### src/rtl/spmv_row_dispatch_if.sv
`default_nettype none
// ============================================================================
// Module   : spmv_row_dispatch_if
// Brief    : AXI-Stream bundle for the SpMV row dispatcher: PTR/VAL/XV in, TIMES/A/B out.
// Revision : 1.0
// ============================================================================
interface spmv_row_dispatch_if #(
    parameter int PTR_W  = 32,
    parameter int DATA_W = 64,
    parameter int CNT_W  = 32
);
    logic [PTR_W-1:0]  S_AXIS_PTR_tdata;
    logic              S_AXIS_PTR_tvalid;
    logic              S_AXIS_PTR_tready;
    logic [DATA_W-1:0] S_AXIS_VAL_tdata;
    logic              S_AXIS_VAL_tvalid;
    logic              S_AXIS_VAL_tready;
    logic [DATA_W-1:0] S_AXIS_XV_tdata;
    logic              S_AXIS_XV_tvalid;
    logic              S_AXIS_XV_tready;
    logic [CNT_W-1:0]  M_AXIS_TIMES_tdata;
    logic              M_AXIS_TIMES_tvalid;
    logic              M_AXIS_TIMES_tready;
    logic [DATA_W-1:0] M_AXIS_A_tdata;
    logic              M_AXIS_A_tvalid;
    logic              M_AXIS_A_tready;
    logic [DATA_W-1:0] M_AXIS_B_tdata;
    logic              M_AXIS_B_tvalid;
    logic              M_AXIS_B_tready;

    // slave: the dispatcher's view; master: the surrounding DMA / kernel view
    modport slave (
        input  S_AXIS_PTR_tdata, S_AXIS_PTR_tvalid, output S_AXIS_PTR_tready,
        input  S_AXIS_VAL_tdata, S_AXIS_VAL_tvalid, output S_AXIS_VAL_tready,
        input  S_AXIS_XV_tdata,  S_AXIS_XV_tvalid,  output S_AXIS_XV_tready,
        output M_AXIS_TIMES_tdata, M_AXIS_TIMES_tvalid, input M_AXIS_TIMES_tready,
        output M_AXIS_A_tdata,     M_AXIS_A_tvalid,     input M_AXIS_A_tready,
        output M_AXIS_B_tdata,     M_AXIS_B_tvalid,     input M_AXIS_B_tready
    );

    modport master (
        output S_AXIS_PTR_tdata, S_AXIS_PTR_tvalid, input S_AXIS_PTR_tready,
        output S_AXIS_VAL_tdata, S_AXIS_VAL_tvalid, input S_AXIS_VAL_tready,
        output S_AXIS_XV_tdata,  S_AXIS_XV_tvalid,  input S_AXIS_XV_tready,
        input  M_AXIS_TIMES_tdata, M_AXIS_TIMES_tvalid, output M_AXIS_TIMES_tready,
        input  M_AXIS_A_tdata,     M_AXIS_A_tvalid,     output M_AXIS_A_tready,
        input  M_AXIS_B_tdata,     M_AXIS_B_tvalid,     output M_AXIS_B_tready
    );
endinterface
`default_nettype wire

### src/rtl/spmv_row_dispatch.sv
`default_nettype none
// ============================================================================
// Module   : spmv_row_dispatch
// Brief    : Turns CSR row pointers into per-row nnz counts and forwards that many VAL/XV beats.
// Revision : 1.0
// ============================================================================
module spmv_row_dispatch #(
    parameter int PTR_W  = 32,
    parameter int DATA_W = 64,
    parameter int CNT_W  = 32
) (
    input  wire logic             clk,
    input  wire logic             rst,
    input  wire logic             start_i,
    input  wire logic [CNT_W-1:0] num_rows_i,
    output logic                  busy_o,
    output logic                  done_o,
    output logic                  err_ptr_o,
    spmv_row_dispatch_if.slave    axis
);
    typedef enum logic [2:0] {
        S_IDLE       = 3'd0,
        S_LOAD_BASE  = 3'd1,
        S_LOAD_NEXT  = 3'd2,
        S_EMIT_TIMES = 3'd3,
        S_STREAM     = 3'd4,
        S_DONE       = 3'd5
    } state_t;

    localparam logic [CNT_W-1:0] C_ROW_ONE = CNT_W'(1);
    localparam logic [PTR_W-1:0] C_PTR_ONE = PTR_W'(1);

    state_t            state_q, state_d;
    logic [CNT_W-1:0]  rows_left_q, rows_left_d;
    logic [PTR_W-1:0]  prev_q, prev_d;
    logic [PTR_W-1:0]  cur_q, cur_d;
    logic [PTR_W-1:0]  nnz_q, nnz_d;
    logic [PTR_W-1:0]  a_rem_q, a_rem_d;
    logic [PTR_W-1:0]  b_rem_q, b_rem_d;
    logic              err_q, err_d;

    logic              w_ptr_tready, w_val_tready, w_xv_tready;
    logic              w_times_tvalid, w_a_tvalid, w_b_tvalid;
    logic [DATA_W-1:0] w_a_data, w_b_data;

    always_ff @(posedge clk) begin
        if (rst) begin
            state_q     <= S_IDLE;
            rows_left_q <= '0;
            prev_q      <= '0;
            cur_q       <= '0;
            nnz_q       <= '0;
            a_rem_q     <= '0;
            b_rem_q     <= '0;
            err_q       <= 1'b0;
        end else begin
            state_q     <= state_d;
            rows_left_q <= rows_left_d;
            prev_q      <= prev_d;
            cur_q       <= cur_d;
            nnz_q       <= nnz_d;
            a_rem_q     <= a_rem_d;
            b_rem_q     <= b_rem_d;
            err_q       <= err_d;
        end
    end

    always_comb begin
        state_d        = state_q;
        rows_left_d    = rows_left_q;
        prev_d         = prev_q;
        cur_d          = cur_q;
        nnz_d          = nnz_q;
        a_rem_d        = a_rem_q;
        b_rem_d        = b_rem_q;
        err_d          = err_q;
        w_ptr_tready   = 1'b0;
        w_val_tready   = 1'b0;
        w_xv_tready    = 1'b0;
        w_times_tvalid = 1'b0;
        w_a_tvalid     = 1'b0;
        w_b_tvalid     = 1'b0;
        done_o         = 1'b0;

        case (state_q)
            S_IDLE: begin
                if (start_i) begin
                    rows_left_d = num_rows_i;
                    err_d       = 1'b0;
                    state_d     = (num_rows_i == '0) ? S_DONE : S_LOAD_BASE;
                end
            end
            S_LOAD_BASE: begin
                w_ptr_tready = 1'b1;
                if (axis.S_AXIS_PTR_tvalid) begin
                    prev_d  = axis.S_AXIS_PTR_tdata;
                    state_d = S_LOAD_NEXT;
                end
            end
            S_LOAD_NEXT: begin
                w_ptr_tready = 1'b1;
                if (axis.S_AXIS_PTR_tvalid) begin
                    cur_d = axis.S_AXIS_PTR_tdata;
                    // A decreasing pointer is flagged and treated as an empty row
                    if (axis.S_AXIS_PTR_tdata < prev_q) begin
                        nnz_d = '0;
                        err_d = 1'b1;
                    end else begin
                        nnz_d = axis.S_AXIS_PTR_tdata - prev_q;
                    end
                    rows_left_d = rows_left_q - C_ROW_ONE;
                    state_d     = S_EMIT_TIMES;
                end
            end
            S_EMIT_TIMES: begin
                w_times_tvalid = 1'b1;
                if (axis.M_AXIS_TIMES_tready) begin
                    a_rem_d = nnz_q;
                    b_rem_d = nnz_q;
                    prev_d  = cur_q;
                    if (nnz_q != '0) begin
                        state_d = S_STREAM;
                    end else begin
                        state_d = (rows_left_q != '0) ? S_LOAD_NEXT : S_DONE;
                    end
                end
            end
            S_STREAM: begin
                w_a_tvalid   = axis.S_AXIS_VAL_tvalid & (a_rem_q != '0);
                w_val_tready = axis.M_AXIS_A_tready   & (a_rem_q != '0);
                w_b_tvalid   = axis.S_AXIS_XV_tvalid  & (b_rem_q != '0);
                w_xv_tready  = axis.M_AXIS_B_tready   & (b_rem_q != '0);
                if (w_a_tvalid && axis.M_AXIS_A_tready) begin
                    a_rem_d = a_rem_q - C_PTR_ONE;
                end
                if (w_b_tvalid && axis.M_AXIS_B_tready) begin
                    b_rem_d = b_rem_q - C_PTR_ONE;
                end
                // Leave on the final handshake so the row costs no extra idle cycle
                if ((a_rem_d == '0) && (b_rem_d == '0)) begin
                    state_d = (rows_left_q != '0) ? S_LOAD_NEXT : S_DONE;
                end
            end
            S_DONE: begin
                done_o  = 1'b1;
                state_d = S_IDLE;
            end
            default: begin
                state_d = S_IDLE;
            end
        endcase
    end

    assign busy_o    = (state_q != S_IDLE) && (state_q != S_DONE);
    assign err_ptr_o = err_q;

    assign w_a_data = axis.S_AXIS_VAL_tdata;
    assign w_b_data = axis.S_AXIS_XV_tdata;

    assign axis.S_AXIS_PTR_tready   = w_ptr_tready;
    assign axis.S_AXIS_VAL_tready   = w_val_tready;
    assign axis.S_AXIS_XV_tready    = w_xv_tready;
    assign axis.M_AXIS_TIMES_tvalid = w_times_tvalid;
    assign axis.M_AXIS_TIMES_tdata  = CNT_W'(nnz_q);
    assign axis.M_AXIS_A_tvalid     = w_a_tvalid;
    assign axis.M_AXIS_A_tdata      = w_a_data;
    assign axis.M_AXIS_B_tvalid     = w_b_tvalid;
    assign axis.M_AXIS_B_tdata      = w_b_data;
endmodule
`default_nettype wire

### src/flat_wrapper.sv
// flat-port wrapper written by rule: the top's interface ports become plain ports
module spmv_row_dispatch_flat 
#(
    parameter int PTR_W  = 32,
    parameter int DATA_W = 64,
    parameter int CNT_W  = 32
)
  (clk, rst, start_i, num_rows_i, busy_o, done_o, err_ptr_o, axis_S_AXIS_PTR_tdata, axis_S_AXIS_PTR_tvalid, axis_S_AXIS_PTR_tready, axis_S_AXIS_VAL_tdata, axis_S_AXIS_VAL_tvalid, axis_S_AXIS_VAL_tready, axis_S_AXIS_XV_tdata, axis_S_AXIS_XV_tvalid, axis_S_AXIS_XV_tready, axis_M_AXIS_TIMES_tdata, axis_M_AXIS_TIMES_tvalid, axis_M_AXIS_TIMES_tready, axis_M_AXIS_A_tdata, axis_M_AXIS_A_tvalid, axis_M_AXIS_A_tready, axis_M_AXIS_B_tdata, axis_M_AXIS_B_tvalid, axis_M_AXIS_B_tready);
  spmv_row_dispatch_if #(.PTR_W(PTR_W), .DATA_W(DATA_W), .CNT_W(CNT_W)) axis_i ();
  input  wire logic clk;
  input  wire logic rst;
  input  wire logic start_i;
  input  wire logic [CNT_W-1:0] num_rows_i;
  output logic busy_o;
  output logic done_o;
  output logic err_ptr_o;
  input wire logic [$bits(axis_i.S_AXIS_PTR_tdata)-1:0] axis_S_AXIS_PTR_tdata;
  input wire logic [$bits(axis_i.S_AXIS_PTR_tvalid)-1:0] axis_S_AXIS_PTR_tvalid;
  output wire logic [$bits(axis_i.S_AXIS_PTR_tready)-1:0] axis_S_AXIS_PTR_tready;
  input wire logic [$bits(axis_i.S_AXIS_VAL_tdata)-1:0] axis_S_AXIS_VAL_tdata;
  input wire logic [$bits(axis_i.S_AXIS_VAL_tvalid)-1:0] axis_S_AXIS_VAL_tvalid;
  output wire logic [$bits(axis_i.S_AXIS_VAL_tready)-1:0] axis_S_AXIS_VAL_tready;
  input wire logic [$bits(axis_i.S_AXIS_XV_tdata)-1:0] axis_S_AXIS_XV_tdata;
  input wire logic [$bits(axis_i.S_AXIS_XV_tvalid)-1:0] axis_S_AXIS_XV_tvalid;
  output wire logic [$bits(axis_i.S_AXIS_XV_tready)-1:0] axis_S_AXIS_XV_tready;
  output wire logic [$bits(axis_i.M_AXIS_TIMES_tdata)-1:0] axis_M_AXIS_TIMES_tdata;
  output wire logic [$bits(axis_i.M_AXIS_TIMES_tvalid)-1:0] axis_M_AXIS_TIMES_tvalid;
  input wire logic [$bits(axis_i.M_AXIS_TIMES_tready)-1:0] axis_M_AXIS_TIMES_tready;
  output wire logic [$bits(axis_i.M_AXIS_A_tdata)-1:0] axis_M_AXIS_A_tdata;
  output wire logic [$bits(axis_i.M_AXIS_A_tvalid)-1:0] axis_M_AXIS_A_tvalid;
  input wire logic [$bits(axis_i.M_AXIS_A_tready)-1:0] axis_M_AXIS_A_tready;
  output wire logic [$bits(axis_i.M_AXIS_B_tdata)-1:0] axis_M_AXIS_B_tdata;
  output wire logic [$bits(axis_i.M_AXIS_B_tvalid)-1:0] axis_M_AXIS_B_tvalid;
  input wire logic [$bits(axis_i.M_AXIS_B_tready)-1:0] axis_M_AXIS_B_tready;
  assign axis_i.S_AXIS_PTR_tdata = axis_S_AXIS_PTR_tdata;
  assign axis_i.S_AXIS_PTR_tvalid = axis_S_AXIS_PTR_tvalid;
  assign axis_S_AXIS_PTR_tready = axis_i.S_AXIS_PTR_tready;
  assign axis_i.S_AXIS_VAL_tdata = axis_S_AXIS_VAL_tdata;
  assign axis_i.S_AXIS_VAL_tvalid = axis_S_AXIS_VAL_tvalid;
  assign axis_S_AXIS_VAL_tready = axis_i.S_AXIS_VAL_tready;
  assign axis_i.S_AXIS_XV_tdata = axis_S_AXIS_XV_tdata;
  assign axis_i.S_AXIS_XV_tvalid = axis_S_AXIS_XV_tvalid;
  assign axis_S_AXIS_XV_tready = axis_i.S_AXIS_XV_tready;
  assign axis_M_AXIS_TIMES_tdata = axis_i.M_AXIS_TIMES_tdata;
  assign axis_M_AXIS_TIMES_tvalid = axis_i.M_AXIS_TIMES_tvalid;
  assign axis_i.M_AXIS_TIMES_tready = axis_M_AXIS_TIMES_tready;
  assign axis_M_AXIS_A_tdata = axis_i.M_AXIS_A_tdata;
  assign axis_M_AXIS_A_tvalid = axis_i.M_AXIS_A_tvalid;
  assign axis_i.M_AXIS_A_tready = axis_M_AXIS_A_tready;
  assign axis_M_AXIS_B_tdata = axis_i.M_AXIS_B_tdata;
  assign axis_M_AXIS_B_tvalid = axis_i.M_AXIS_B_tvalid;
  assign axis_i.M_AXIS_B_tready = axis_M_AXIS_B_tready;
  spmv_row_dispatch #(.PTR_W(PTR_W), .DATA_W(DATA_W), .CNT_W(CNT_W)) u_core (.clk(clk), .rst(rst), .start_i(start_i), .num_rows_i(num_rows_i), .busy_o(busy_o), .done_o(done_o), .err_ptr_o(err_ptr_o), .axis(axis_i));
endmodule
### config.mk
export PLATFORM = sky130hd
export DESIGN_NAME = spmv_row_dispatch_flat
export DESIGN_NICKNAME = d
export VERILOG_FILES = /design/src/rtl/spmv_row_dispatch_if.sv /design/src/rtl/spmv_row_dispatch.sv /design/src/flat_wrapper.sv
export SDC_FILE = /design/constraint.sdc
export NUM_CORES = 1
export LEC_CHECK = 0
export ABC_AREA = 1
export CAP_MARGIN = 20
export CORE_ASPECT_RATIO = 2
export CORE_MARGIN = 2
export CORE_UTILIZATION = 40
export CTS_CLUSTER_DIAMETER = 120
export DETAILED_ROUTE_END_ITERATION = 6
export PLACE_DENSITY_LB_ADDON = 0.12
export SYNTH_ARGS = -nofsm -noshare
export SYNTH_HDL_FRONTEND = slang
export SYNTH_SLANG_ARGS = --single-unit
### constraint.sdc
create_clock -name clk -period 3.7 [get_ports clk]
set_input_delay 0.74 -clock clk [delete_from_list [all_inputs] [get_ports clk]]
set_output_delay 0.74 -clock clk [all_outputs]
set_load 0.05 [all_outputs]
==> impl_metrics.tcl, run 1 <==
set metrics [dict create \
    status "finished clean" \
    crit_type "in2reg" \
    io_pins 370 \
    synth_top_family_by_area "simple AND/OR/NAND/NOR gates" \
    seq_power_share_pct 31.3 \
    min_path_cells 2 \
    drc 0 \
    p_switching_mw 3.96 \
    first_iter_violations 916 \
    total_power_mw 8.88 \
    detail_route.wl_per_cell_um 18.2 \
    hold_start "u_core.rows_left_q[31]$_SDFFE_PP0P_" \
    dpl.hpwl_um 39200 \
    placed_cells 2748 \
    synth-simple-area-share_pct 36.2 \
    clk_latency_ps 460 \
    r2r_cells 19 \
    ys_seq_elements 196 \
    numCtsBuffers 17 \
    worst_slew_pin_slew_ps 894 \
    reg2reg_from "u_core.b_rem_q[0]$_SDFFE_PP0P_" \
    rsz0062_at_grt "no" \
    synth-compound-area-share_pct 15.1 \
    io_buffers 113 \
    wl_met1_um 18000 \
    synthFlopType "dfxtp_1" \
    drt-total-wl_um 50600 \
    synth_top_area_share_pct 27.1 \
    intPower_mw 4.91 \
    cp_max_fo 3 \
    initial_core_util_pct 40.5 \
    slew_headroom_pct 40.4 \
    synth_cells 2367 \
    synthMuxAreaShare_pct 0 \
    num_rows 98 \
    synth_area_leader_cell "dfxtp_1" \
    synthDistinctLibCells 49 \
    dr.pass1.iters 6 \
    overflow 0 \
    grt_pass1_wl_um 78600 \
    dieWidth_um 139 \
    postRouteAntennaNets 0 \
    setup_tns_ps 0 \
    p_per_area_nw_per_um2 561 \
    synthesis.area_um2 14500 \
    cts_root_buf "clkbuf_16" \
    antenna_found_initial 1 \
    grt_pass1_vias 14700 \
    p_comb_share_pct 46.6 \
    worstPathRequired_ps 4000 \
    yosys_warnings 0 \
    period_needed_ps 3130 \
    cts_hold_buffers 0 \
    vias_per_cell 5.37 \
    postLayoutCoreUtil_pct 44.2 \
    seq_area_frac_synth_pct 27.1 \
    place_congestion 0.935 \
    r2r_slack_ps 640 \
    max_cap_violations 0 \
    core_um2 35800 \
    grt_max_degree 82 \
    p_leak_nw 6.96 \
    dieArea_um2 37900 \
    highest_layer "met4" \
    cts_setup_buffers 0 \
    hold_viol 0 \
    drive_above_1_share_pct 5.62 \
    area.growth.synth_to_final_pct 9.11 \
    synth_edf_count 0 \
    hp-class "reg2reg" \
    clk_pin_slew_ps 80 \
    skew_ps 15.4 \
    end_kind "flop" \
    setup_violations 0 \
    clkSinkCount 196 \
    cts.repair.resized 0 \
    synthAdderAreaFrac_pct 3.33 \
    die_h_um 273 \
    placed_cell_area_um2 15200 \
    nNetsFinal 2557 \
    place_ws_ps 148 \
    yosys.area_share.xor_xnor_pct 3.86 \
    p_clk_share_pct 22.2 \
    crit_arrival_ps 3430 \
    yosys-top-cells-area "dfxtp_1 (27%), nand2_1 (19%), nor2_1 (7.7%)" \
    ys_async_sr_fraction_pct 0 \
    syn_area_per_cell_um2 6.13 \
    start_kind "input pin" \
    timing.final.crit_share_pct 84.6 \
    htreeDepth 4 \
    r2r_end "u_core.state_q[0]$_SDFFE_PP0P_" \
    fmax_ghz 0.320 \
    worst_hold_path.endpoint "u_core.rows_left_q[31]$_SDFFE_PP0P_" \
    ir_drop_mv 0.372 \
    slew_viol_final 0 \
    fin_ws_ps 571 \
    swShare_pct 44.7 \
    cts_tree "done" \
    stdcell_count 2782 \
    design_area_um2 15800 \
    wl_met3_um 1750 \
    clock_path_buffers 2 \
    syn_nets 2606 \
    vias 14900 \
    met2RoutedLength_um 26500 \
    grt_usage_pct 26.4 \
    hold_ws_ps 478 \
]
==> power groups by stage <==
stage	sequential (mW)	combinational, mW	clock (mW)
6_report	2.78	4.13	1.97
5_1_grt	2.82	4.63	2.09
4_1_cts	2.77	4.15	2.00
3_5_place_dp	2.82	4.13	0
3_3_place_gp	2.81	4.11	0
2_1_floorplan	2.86	3.17	0
==> cells by family after synthesis <==
group                      count (synthesis)
DFF                                      196
AOI/OAI and AO/OA                        388
and+or+nand+nor                         1260
buffers and inverters                    421
adders and majority gates                 38
xor gates and xnor gates                  64
==> cells in the final DEF (no fill, tap or decap), drive strengths merged, types with 37 or more instances in the layout <==
cell	n
a21oi	104
ha	37
inv	205
nand2	735
clkdlybuf4s50	107
nand3	124
o21ai	136
a31oi	105
dfxtp	196
buf	43
nor2	316
==> state kept, by name, indices dropped and copies added (netlist names) <==
| register | count |
|---|---|
| u_core.err_ptr_o | 1 |
| u_core.prev_q | 32 |
| u_core.a_rem_q | 32 |
| u_core.b_rem_q | 32 |
| u_core.cur_q | 32 |
| u_core.axis.M_AXIS_TIMES_tdata | 32 |
| u_core.rows_left_q | 32 |
| u_core.state_q | 3 |
==> synthesized netlist by cell type, types with 2 or more instances <==
cell type,number
nand2_1,727
nor2_1,296
inv_1,197
dfxtp_1,196
o21ai_0,130
buf_4,128
nand3_1,113
a31oi_1,105
a21oi_1,104
clkbuf_1,72
ha_1,37
xor2_1,35
nand4_1,29
xnor2_1,29
nor3_1,22
nor4_1,17
nor2_2,15
o211ai_1,14
buf_2,11
nand3_2,11
o21bai_1,9
nand2_2,8
or2_2,6
nor2_4,5
o21ai_1,5
buf_1,4
buf_6,4
inv_2,4
nand3b_1,4
o21a_1,4
o22ai_1,3
a211oi_1,2
a21o_1,2
a221oi_1,2
nor3b_1,2
o2111ai_1,2
==> critical path, stage by stage <==
cell and delay [ps]:
clkdlybuf4s50_1 480, inv_1 70, ha_1 230, fa_1 440
o21ai_2 190, buf_4 140, a21oi_1 80, o21ai_0 280
a21oi_1 180, o21bai_1 240, a21oi_1 110, xnor2_1 130
nand2_1 60, a21oi_1 50
==> final cells by class <==
class,count,area (um^2)
Clock buffer,20,447
Multi-Input combinational cell,1750,8500
Sequential cell,196,3920
Inverter,202,758
Timing Repair Buffer,151,1480
Antenna cell,1,2.50
Tap cell,450,563
Fill cell,3932,20000
Clock inverter,12,148
==> per-layer routing <==
layer  vias up  track usage [%]
li1       7485                -
met1      6812             25.6
met2       448             49.3
met3       189             4.15
met4         0             20.7
met5         -                0
==> worst max path at each step <==
stage / start / endpoint / cells past startpoint
detailed placement: axis_S_AXIS_PTR_tdata[0] / u_core.axis.M_AXIS_TIMES_tdata[16]$_SDFFE_PP0P_ / 15
finish: axis_S_AXIS_PTR_tdata[0] / u_core.axis.M_AXIS_TIMES_tdata[22]$_SDFFE_PP0P_ / 14
global placement: axis_S_AXIS_PTR_tdata[0] / u_core.axis.M_AXIS_TIMES_tdata[24]$_SDFFE_PP0P_ / 15
CTS: u_core.b_rem_q[0]$_SDFFE_PP0P_ / u_core.state_q[0]$_SDFFE_PP0P_ / 18
floorplan: axis_S_AXIS_PTR_tdata[0] / u_core.axis.M_AXIS_TIMES_tdata[24]$_SDFFE_PP0P_ / 14
global route: u_core.b_rem_q[0]$_SDFFE_PP0P_ / u_core.state_q[0]$_SDFFE_PP0P_ / 19
(Power assumes the default switching activity.)
==> inputs of run 2 (changes only) <==
==> constraint.sdc (replaced) <==
create_clock -name clk -period 3.16 [get_ports clk]
set_input_delay 0.632 -clock clk [delete_from_list [all_inputs] [get_ports clk]]
set_output_delay 0.632 -clock clk [all_outputs]
set_load 0.05 [all_outputs]
==> impl_metrics.tcl, run 2 (synthesized netlist as in run 1, its figures left out) <==
set metrics [dict create \
    clkSinkCount 196 \
    numCtsBuffers 17 \
    core_um2 35800 \
    postRouteAntennaNets 0 \
    detail_route.wl_per_cell_um 18.1 \
    r2r_slack_ps 280 \
    setup_violations 0 \
    cts_setup_buffers 0 \
    vias 15100 \
    min_path_cells 2 \
    placed_cells 2805 \
    io_pins 370 \
    dr.pass1.iters 7 \
    slew_headroom_pct 32.5 \
    p_per_area_nw_per_um2 663 \
    stdcell_count 2838 \
    worstPathRequired_ps 3460 \
    seq_power_share_pct 30.0 \
    cp_max_fo 2 \
    swShare_pct 43.7 \
    clk_latency_ps 460 \
    initial_core_util_pct 40.5 \
    io_buffers 113 \
    start_kind "input pin" \
    slew_viol_final 0 \
    area.growth.synth_to_final_pct 12.6 \
    hold_viol 0 \
    worst_slew_pin_slew_ps 1010 \
    skew_ps 13.6 \
    nNetsFinal 2613 \
    drt-total-wl_um 51300 \
    drive_above_1_share_pct 8.04 \
    hold_ws_ps 477 \
    final_common_cell "nand2_1" \
    clock_path_buffers 2 \
    grt_max_degree 85 \
    place_congestion 0.944 \
    period_needed_ps 2920 \
    intPower_mw 6.10 \
    p_clk_share_pct 22.7 \
    crit_type "in2reg" \
    grt_usage_pct 26.8 \
    vias_per_cell 5.31 \
    fmax_ghz 0.342 \
    p_comb_share_pct 47.2 \
    end_kind "flop" \
    postLayoutCoreUtil_pct 45.6 \
    max_cap_violations 0 \
    p_leak_nw 7.28 \
    overflow 0 \
    first_iter_violations 743 \
    r2r_cells 17 \
    cts_hold_buffers 0 \
    status "finished clean" \
    p_switching_mw 4.74 \
    clk_pin_slew_ps 80 \
    htreeDepth 4 \
    crit_arrival_ps 3220 \
    dieWidth_um 139 \
    num_rows 98 \
    grt_pass1_vias 15000 \
    cts_root_buf "clkbuf_16" \
    ir_drop_mv 0.472 \
    grt_pass1_wl_um 79900 \
    rsz0062_at_grt "no" \
    die_h_um 273 \
    dieArea_um2 37900 \
    layout_common_cells "nand2_1 (727), nor2_1 (293), inv_1 (196), dfxtp_1 (196), o21ai_0 (130)" \
    antenna_found_initial 1 \
    drc 0 \
    timing.final.crit_share_pct 92.4 \
    dpl.hpwl_um 39900 \
    hp-class "reg2reg" \
    cts_tree "done" \
]
==> run 2: routing by layer <==
metal	share of wire [%]	track usage, %
met4	8.7	21.2
met3	3.3	3.88
met5	0	0
met2	52	50.8
met1	35	25.6
==> run 2: path summary, 6_finish.rpt <==
kind                                   startpoint                                              end
hold / removal       u_core.cur_q[4]$_SDFFE_PP0P_                    u_core.prev_q[4]$_SDFFE_PP0P_
hold reg to reg      u_core.cur_q[4]$_SDFFE_PP0P_                    u_core.prev_q[4]$_SDFFE_PP0P_
setup / recovery         axis_S_AXIS_PTR_tdata[0]  u_core.axis.M_AXIS_TIMES_tdata[24]$_SDFFE_PP0P_
setup reg to reg  u_core.b_rem_q[17]$_SDFFE_PP0P_                   u_core.state_q[0]$_SDFFE_PP0P_
==> run 2: final cells by class <==
cell class	count	area, um^2
clock inverter	13	196
antenna	1	2.50
inverter	202	758
timing repair buffer	207	1930
clock buffer	19	443
fill	3842	19500
tap	450	563
multi-input combinational	1750	8520
sequential	196	3920
==> run 2: power by group through the flow <==
stage	Clock [mW]	Sequential, mW	Combinational, mW
floorplan	0	3.35	3.71
global placement	0	3.29	5.06
detailed placement	0	3.30	5.10
CTS	2.54	3.25	5.12
global route	2.61	3.31	5.74
finish	2.46	3.25	5.12
==> run 2: stage by stage <==
| stage | TNS [ps] | setup WS, ps | cell area [um^2] | power, mW |
|---|---|---|---|---|
| after floorplan | 0 | 286 | 14500 | 7.06 |
| after global placement | -7460 | -250 | 15700 | 8.36 |
| after detailed placement | -9680 | -322 | 15700 | 8.40 |
| after CTS | 0 | 172 | 16300 | 10.9 |
| after global routing | 0 | 7.64 | 16300 | 11.7 |
| final | 0 | 239 | 16300 | 10.8 |
==> run 2: repair_timing <==
item                                   CTS  global route
setup endpoints to repair                0            27
endpoints found under the hold margin    0             0
resized for setup                        0             4
==> run 2: worst max-delay path, stage by stage <==
cell and delay, ps:
clkdlybuf4s50_1 470, inv_1 60, ha_1 220, fa_2 380, o21ai_2 170, a21oi_1 100, o21bai_1 220, nand2_1 80
nand2_1 90, inv_1 40, o21ai_0 220, a21oi_1 120, or2_2 280, nand3_1 70, a21oi_1 60
==> inputs of run 3 (changes only) <==
--- a/config.mk
+++ b/config.mk
@@ -12,7 +12,9 @@
 export CORE_UTILIZATION = 40
 export CTS_CLUSTER_DIAMETER = 120
 export DETAILED_ROUTE_END_ITERATION = 6
+export MAX_ROUTING_LAYER = met4
 export PLACE_DENSITY_LB_ADDON = 0.12
+export SLEW_MARGIN = 20
 export SYNTH_ARGS = -nofsm -noshare
 export SYNTH_HDL_FRONTEND = slang
 export SYNTH_SLANG_ARGS = --single-unit
==> impl_metrics.tcl, run 3 (synthesized netlist as in run 1, its figures left out) <==
set metrics [dict create \
    status "finished clean" \
    crit_type "in2reg" \
    crit_chain "clkdlybuf4s50_1, inv_1, ha_2, fa_2, o21ai_2, a21oi_2, o21bai_1, nand2_1, nand2_1, buf_4, nand3_2, a21oi_4, clkbuf_16, nand2_1, a21oi_1" \
    place_congestion 0.960 \
    grt_pass1_wl_um 79700 \
    worst_slew_pin_slew_ps 849 \
    reg2reg_from "u_core.b_rem_q[0]$_SDFFE_PP0P_" \
    num_rows 98 \
    drc 0 \
    drive_above_1_share_pct 8.83 \
    slew_viol_final 0 \
    dr.pass1.iters 5 \
    ir_drop_mv 0.458 \
    numCtsBuffers 17 \
    dieWidth_um 139 \
    p_leak_nw 7.33 \
    cp_max_fo 8 \
    total_power_mw 10.7 \
    hp-class "reg2reg" \
    start_kind "input pin" \
    vias 15100 \
    r2r_end "u_core.state_q[1]$_SDFFE_PP0P_" \
    hold_viol 0 \
    period_needed_ps 2930 \
    p_per_area_nw_per_um2 649 \
    vias_per_cell 5.30 \
    design_area_um2 16400 \
    slew_headroom_pct 43.3 \
    antenna_found_initial 2 \
    postRouteAntennaNets 0 \
    worstPathRequired_ps 3550 \
    clk_latency_ps 470 \
    io_buffers 113 \
    skew_ps 13.0 \
    htreeDepth 4 \
    crit_arrival_ps 3320 \
    timing.final.crit_share_pct 92.8 \
    detail_route.wl_per_cell_um 18.3 \
    io_pins 370 \
    final_common_cell "nand2_1" \
    cp_top_family "buffers and inverters" \
    fmax_ghz 0.341 \
    drt-total-wl_um 52200 \
    endpoint "u_core.axis.M_AXIS_TIMES_tdata[3]$_SDFFE_PP0P_" \
    grt_usage_pct 27.6 \
    cts_tree "done" \
    dpl.hpwl_um 40300 \
    crit_start "axis_S_AXIS_PTR_tdata[0]" \
    cts_hold_buffers 0 \
    cts_root_buf "clkbuf_16" \
    overflow 0 \
    clock_path_buffers 2 \
    layout_common_cells "nand2_1 (727), nor2_1 (289), inv_1 (196), dfxtp_1 (196), o21ai_0 (130)" \
    grt_pass1_vias 14700 \
    cpMaxStageDelayCell "clkdlybuf4s50_1" \
    setup_violations 0 \
    timing.critical_path.buf_inv 4 \
    grt_max_degree 111 \
    area.growth.synth_to_final_pct 13.3 \
    max_stage_delay_ps 480 \
    worst-path-stages 15 \
    crit_top_cell "nand2_1" \
    dieArea_um2 37900 \
    core_um2 35800 \
    max_cap_violations 0 \
    end_kind "flop" \
    rsz0062_at_grt "no" \
    clkSinkCount 196 \
    r2r_cells 19 \
    nNetsFinal 2628 \
    clk_pin_slew_ps 80 \
    initial_core_util_pct 40.5 \
    r2r_slack_ps 290 \
    die_h_um 273 \
    placed_cell_area_um2 15700 \
    hold_ws_ps 477 \
    first_iter_violations 762 \
]
-- run 3: worst min-delay path by stage --
stage | slack (ps) | depth (start not counted) | end | start
floorplan | 450 | 2 | u_core.rows_left_q[31]$_SDFFE_PP0P_ | u_core.rows_left_q[31]$_SDFFE_PP0P_
global placement | 460 | 2 | u_core.rows_left_q[31]$_SDFFE_PP0P_ | u_core.rows_left_q[31]$_SDFFE_PP0P_
detailed placement | 460 | 2 | u_core.rows_left_q[31]$_SDFFE_PP0P_ | u_core.rows_left_q[31]$_SDFFE_PP0P_
CTS | 480 | 2 | u_core.rows_left_q[31]$_SDFFE_PP0P_ | u_core.rows_left_q[31]$_SDFFE_PP0P_
global route | 490 | 2 | u_core.prev_q[4]$_SDFFE_PP0P_ | u_core.cur_q[4]$_SDFFE_PP0P_
finish | 480 | 2 | u_core.rows_left_q[31]$_SDFFE_PP0P_ | u_core.rows_left_q[31]$_SDFFE_PP0P_
-- run 3: power by group --
group	leakage (nW)	internal (mW)	total, mW	switching [mW]
Sequential	1.59	2.88	3.25	0.371
Combinational	5.46	1.91	5.20	3.29
Clock	0.271	1.14	2.22	1.09
-- run 3: per-layer routing --
layer  GRT usage (%)  wire (um)  vias up
met4            20.1       4180        0
met2            51.1      27800      459
li1                -          -     7620
met3            3.67       1780      171
met1            26.0      18500     6875
met5               -          0        -
-- run 3: cell type report --
cell class              count  area (um^2)
diodes                      2         5.00
repair buffers            222         2090
inverters                 202          758
well taps                 450          563
clock inverters            10         95.1
clock buffers              22          464
multi-input cells        1750         8540
fillers                  3867        19400
flip-flops and latches    196         3920
-- run 3: what timing repair did --
action / 4_1_cts / 5_1_grt
setup endpoints to repair: 0 / 34
buffers inserted: 0 / 1
gates resized for setup: 0 / 11
-- run 3: through the flow --
step	worst slack, ps	utilization, %	setup TNS, ps	instances
after floorplan	286	-	0	2367
after global placement	-260	43.9	-7150	2814
after detailed placement	-282	43.9	-8680	2814
after CTS	164	45.5	0	2846
after global routing	23.5	45.9	0	2854
final	228	45.9	0	2854
-- run 3: tightest hold or removal path: cells and delay by family (launching register included) --
kind	cells	cell delay, ps
AO/OA/AOI/OAI	1	60
flip-flops	1	320
AND/OR/NAND/NOR	1	60
